--- src/rtl/cpu7_intr_ctl.sv ---
// Interrupt controller: synchronizes the external line, masks pending sources,
// and sequences IDLE/ARM/TAKEN so at most one interrupt is taken per enable window.
module cpu7_intr_ctl #(
    parameter int SYNC_STAGES = 2
) (
    input  logic       clk,
    input  logic       resetn,
    input  logic       ext_intr,
    input  logic       csr_ecl_timer_intr,
    input  logic [1:0] estat_sis,
    input  logic       csr_ecl_crmd_ie,
    input  logic [3:0] ecfg_lie,
    input  logic       valid_e,
    input  logic       except_e,
    input  logic       ertn_e,
    output logic       intr_take,
    output logic [1:0] intr_src,
    output logic [3:0] intr_pend
);

    typedef enum logic [1:0] {
        ST_IDLE  = 2'd0,
        ST_ARM   = 2'd1,
        ST_TAKEN = 2'd2
    } state_t;

    state_t                 r_state;
    state_t                 w_state_nxt;
    logic [SYNC_STAGES-1:0] r_sync;
    logic [1:0]             r_src;
    logic [3:0]             w_pend;
    logic [3:0]             w_act;
    logic                   w_any_pend;
    logic [1:0]             w_win;
    logic                   w_take;

    // Fixed priority: ext > timer > swi1 > swi0.
    function automatic logic [1:0] f_prio(input logic [3:0] act);
        logic [1:0] sel;
        casez (act)
            4'b1???: sel = 2'd3;
            4'b01??: sel = 2'd2;
            4'b001?: sel = 2'd1;
            4'b0001: sel = 2'd0;
            default: sel = 2'd0;
        endcase
        return sel;
    endfunction

    // External interrupt synchronizer chain.
    always_ff @(posedge clk or negedge resetn) begin
        if (!resetn) begin
            r_sync <= {SYNC_STAGES{1'b0}};
        end else begin
            r_sync <= {r_sync[SYNC_STAGES-2:0], ext_intr};
        end
    end

    // Pending is forced to zero while reset is held, since timer/swi feed through.
    assign w_pend     = {r_sync[SYNC_STAGES-1], csr_ecl_timer_intr, estat_sis} & {4{resetn}};
    assign w_act      = w_pend & ecfg_lie;
    assign w_any_pend = (|w_act) & csr_ecl_crmd_ie;
    assign w_win      = f_prio(w_act);

    // FSM state register.
    always_ff @(posedge clk or negedge resetn) begin
        if (!resetn) begin
            r_state <= ST_IDLE;
        end else begin
            r_state <= w_state_nxt;
        end
    end

    // Next-state and take decision; a synchronous exception or ertn holds off the take.
    always_comb begin
        w_state_nxt = r_state;
        w_take      = 1'b0;
        case (r_state)
            ST_IDLE: begin
                if (w_any_pend) begin
                    w_state_nxt = ST_ARM;
                end else begin
                    w_state_nxt = ST_IDLE;
                end
            end
            ST_ARM: begin
                if (!w_any_pend) begin
                    w_state_nxt = ST_IDLE;
                end else if (except_e || ertn_e || !valid_e) begin
                    w_state_nxt = ST_ARM;
                end else begin
                    w_take      = 1'b1;
                    w_state_nxt = ST_TAKEN;
                end
            end
            ST_TAKEN: begin
                if (!csr_ecl_crmd_ie) begin
                    w_state_nxt = ST_IDLE;
                end else begin
                    w_state_nxt = ST_TAKEN;
                end
            end
            default: begin
                w_state_nxt = ST_IDLE;
            end
        endcase
    end

    // Winning source captured at the take and held until the next one.
    always_ff @(posedge clk or negedge resetn) begin
        if (!resetn) begin
            r_src <= 2'd0;
        end else if (w_take) begin
            r_src <= w_win;
        end else begin
            r_src <= r_src;
        end
    end

    assign intr_take = w_take;
    assign intr_src  = w_take ? w_win : r_src;
    assign intr_pend = w_pend;

endmodule

--- config.mk ---
export PLATFORM = sky130hd
export DESIGN_NAME = cpu7_intr_ctl
export DESIGN_NICKNAME = d
export VERILOG_FILES = /design/src/rtl/cpu7_intr_ctl.sv
export SDC_FILE = /design/constraint.sdc
export NUM_CORES = 1
export LEC_CHECK = 0
export ABC_AREA = 1
export CAP_MARGIN = 0
export CORE_AREA = 2 2 39 41
export CTS_CLUSTER_DIAMETER = 200
export CTS_CLUSTER_SIZE = 8
export DETAILED_ROUTE_END_ITERATION = 7
export DIE_AREA = 0 0 41 43
export GPL_ROUTABILITY_DRIVEN = 0
export GPL_TIMING_DRIVEN = 0
export PLACE_DENSITY = 0.7
export SETUP_SLACK_MARGIN = 0.2
export SYNTH_ARGS = -nofsm -noshare
export SYNTH_HDL_FRONTEND = slang
export SYNTH_SLANG_ARGS = --single-unit
--- constraint.sdc ---
create_clock -name clk -period 1.28 [get_ports clk]
set_input_delay 0.256 -clock clk [delete_from_list [all_inputs] [get_ports clk]]
set_output_delay 0.256 -clock clk [all_outputs]
set_load 0.05 [all_outputs]
# Yosys cells after proc, flatten, opt, wreduce, memory -nomap -nowiden

Cells that the tools add are included.

Equal/unequal tests: 4
Multiplexer cells: 10
Bitwise operators: 3
Reduce and logical (&&, ||, !) cells: 5

Operators with widths:

| cell               | count |
|---|---|
| $pmux 2 s3         | 2 |
| $and 4x4->4        | 2 |
| $mux 2             | 4 |
| $eq 2x1->1 const B | 2 |
| $mux 1             | 4 |
| $reduce_or 4->1    | 1 |
| $eq 3x1->1 const B | 1 |
| $eq 2x2->1 const B | 1 |
| $logic_not 2->1    | 1 |
| $logic_or 1x1->1   | 2 |
| $and 1x1->1        | 1 |
| $logic_not 1->1    | 1 |

Flip-flop bits (word level): 6
Input port bits: 14
Logic and storage cells: 25

# Longest topological paths before layout

Depth in word-level cells: 7
Mapped depth: 8
Gate-level depth less buffers: 7

# Worst setup path before layout

Ideal clock, no wire load.

Kind: in2out
Start: input port resetn
End: output port intr_src[0]
Arrival time: 1.105 ns
Data required time: 1.024 ns
Slack: -0.081 ns
Cell stages on the path: 8
Path buffers: 1
Path through: buf_4 > nand3_1 > nand2_1 > inv_2 > nand2_4 > nand3_4 > nand2_1 > nand2_1

Cells in the longest elaborated chain, start to end: 7

RTL lines:

| element         | line | text |
|---|---|---|
| start, declared | 7    | `input logic resetn,` |
| $and 4x4->4 (*) | 60   | `assign w_pend = {r_sync[SYNC_STAGES-1], csr_ecl_timer_intr, estat_sis} & {4{resetn}};` |
| $and 4x4->4 (*) | 61   | `assign w_act = w_pend & ecfg_lie;` |
| $reduce_or 4->1 | 62   | `assign w_any_pend = (\|w_act) & csr_ecl_crmd_ie;` |
| $and 1x1->1     | 62   |  |
| $mux 1          | 87   | `if (!w_any_pend) begin` |
| $mux 1          | 78   | `case (r_state)` |
| $mux 2 (*)      | n/a  |  |
| end, declared   | 17   | `output logic [1:0] intr_src,` |

Every way passes the cells marked *; elsewhere a longest branch is shown, timed or not.

# Final worst setup path

Start: register r_sync[1]
End: output port intr_src[1]

Cells in the longest elaborated chain, start to end: 7

RTL lines:

| element                | line | text |
|---|---|---|
| start, declared        | 29   | `logic [SYNC_STAGES-1:0] r_sync;` |
| start signal, assigned | 53   | `r_sync <= {SYNC_STAGES{1'b0}};` |
| start signal, assigned | 55   | `r_sync <= {r_sync[SYNC_STAGES-2:0], ext_intr};` |
| $and 4x4->4 (*)        | 60   |  |
| $and 4x4->4 (*)        | 61   |  |
| $reduce_or 4->1        | 62   |  |
| $and 1x1->1            | 62   |  |
| $mux 1                 | 87   |  |
| $mux 1                 | 78   |  |
| $mux 2 (*)             | n/a  |  |

Marked as above.

==> run summary <==
flop2flop setup slack: 0.13 ns
Worst Path Arrival: 1.30 ns
RR Startpoint: r_sync[1]
Port Buffers: 20
Avg Cell Area, Syn: 7.81 um^2
YS warnings: 0
P per Cell Area: 792 nW/um^2
RSZ-0062 raised after global routing: yes
Core Area: 1380 um^2
Area Growth Syn to Fin: 98.2%
TNS Setup: -0.754 ns
final worst-path setup slack: -0.272 ns
antenna violations before repair: 0
crit share post-route: 1.21
count of cell types in the netlist: 14
Critical Path End Type: output port
Final Hold Vio Count: 0
Register-to-Register Path Depth: 8
WL per Instance: 7.89 um
Yosys top cell by area: dfrtp_1
final cell count without fillers: 91
half-perimeter wire length after placement: 538 um
sw frac: 0.290
largest family of logic cells by synthesized area: simple AND/OR/NAND/NOR gates
drt initial violations: 6
CP Launch Type: register
Post-Route WL: 718 um
clock share of power: 0.295
via count: 369
Cells after Synth: 45
Worst Clk Skew: 0.000247 ns
Inst Count DP: 81
clk sink count: 6
DRC violations left: 0
first-pass GRT wire length: 1100 um
Overall Global Routing Usage: 0.0933
Initial Util: 0.254
Final #Nets: 91
top cell type's share of synthesized area: 0.427
Final min period: 1.55 ns
largest net degree at the start of global routing: 9
Internal: 392 uW
Post-Synth Adder-Cell Area: 0
Comb power frac: 0.333
worst path required time: 1.02 ns
largest cells by area after synthesis: dfrtp_1 43%, nand2_1 15%, inv_1 7.5%
Chip Height: 43 um
max_slew headroom: 0.836
worst slew pin tran: 0.245 ns
Overall Power: 552 uW
Critical path origin: r_sync[1]
Post-DRT Antenna Nets: 0
leakage: 0.000376 uW
fmax: 644 MHz
H-tree Lvls: 1
part of the power in registers: 0.372
worst slack, placed: -1.37 ns
Compound-Gate Fraction of Synth Area: 0
critical path peak fanout: 4
simple-gate share of the synthesized area: 0.456
flops & latches, synth: 6
Hold WS: 0.348 ns
DR pass1 iterations: 4
CTS tree: yes
Final setup violation count: 3
Hold Crit Class: reg2reg
worst-skew pair later-pin latency: 0.23 ns
sequential element share of the synthesized area: 0.427
post-DR vias/cell: 4.05
RR Endpoint: r_src[1]
# IOs: 21
max_cap viols: 0
Max Slew Vio Count: 0
Post-Syn Area: 352 um^2
Root Buffer: clkbuf_4
Worst Setup EP: intr_src[1]
XOR/XNOR Fraction of Synth Area: 0
post-synthesis mux area share: 0
Die ar.: 1760 um^2
# diodes: 0
CTS clk-pin slew, worst paths: 0.04 ns
Inserted Clock Buffers: 3
P_sw: 160 uW
Die X: 41 um
failing checks: negative setup slack
vias in the first global route: 309
WS Path Type: reg2out
Synth Net Count: 59
grt total ovfl: 0
Max VDD drop: 0.481 mV
Rows: 14
clk buf depth: 2
status: finished, violations left
layout cells sized above 1: 0.480
[logic make-up after synthesis]
group / Yosys count
buffers and inverters: 10
flip-flops: 6
AND/OR/NAND/NOR: 29
[timing repair]
action	4_1_cts	5_1_grt
setup buffers	4	2
gates resized for setup	68	1
hold buffers	1	0
endpoints found under the hold margin	6	0
pin swaps	14	7
endpoints found under the setup margin	11	7
[cells in the final DEF, fill, tap and decap left out, types with 4 or more instances in the layout]
cell,instances
dlygate4sd2_1,10
buf_4,8
nand2_1,7
nand2_2,6
inv_1,6
dfrtp_1,6
buf_6,5
nand3_2,4
[through the flow]
stage | instance area [um^2] | utilization
4_1_cts | 679 | 0.491
3_5_place_dp | 614 | 0.444
5_1_grt | 697 | 0.504
2_1_floorplan | 394 | -
3_3_place_gp | 614 | 0.444
6_report | 697 | 0.504
[state kept, by name (all words and copies together) (netlist names)]
| signal | count |
|---|---|
| r_src | 2 |
| r_state | 2 |
| r_sync | 2 |
[critical path: stages, from the launching register on]
cell and delay, ns:
dfrtp_1 0.35, nand3_2 0.09, nand2_2 0.09, inv_2 0.04, nand2_4 0.07, nand3_4 0.11
nand2_2 0.10, nand2_4 0.06, buf_8 0.15
[power by group through the flow]
stage | Combinational [uW] | Sequential (uW) | Clock (uW)
2_1_floorplan | 91.0 | 207 | 0
3_5_place_dp | 167 | 208 | 0
4_1_cts | 177 | 205 | 173
5_1_grt | 197 | 206 | 190
6_report | 184 | 205 | 163
3_3_place_gp | 165 | 208 | 0
[layer usage]
layer,track usage,share of wire
met5,0,0
met1,0.113,0.39
met3,0.0262,0.072
met4,0.0800,0
met2,0.128,0.54
[layout make-up]
class / instances / area (um^2)
buffer: 1 / 11.3
clock buffer: 3 / 22.5
fill: 138 / 687
tap: 16 / 20.0
timing repair buffer: 27 / 253
sequential: 6 / 150
multi-input combinational: 29 / 203
inverter: 9 / 37.5
[synth_stat cells, drive strengths merged]
cell and n:
nand2 16, inv 9, dfrtp 6, nand3 6
nor2 4, nand4 2, buf 1, nand3b 1
[how the worst min path moves through the flow]
stage,from,to,depth (start not counted)
2_1_floorplan,resetn,r_src[0],0
3_3_place_gp,r_sync[0],r_sync[1],0
3_5_place_dp,r_sync[0],r_sync[1],0
4_1_cts,r_sync[0],r_sync[1],0
5_1_grt,r_sync[0],r_sync[1],0
6_report,r_sync[0],r_sync[1],0
No activity file was read; power rests on OpenSTA's default activity.
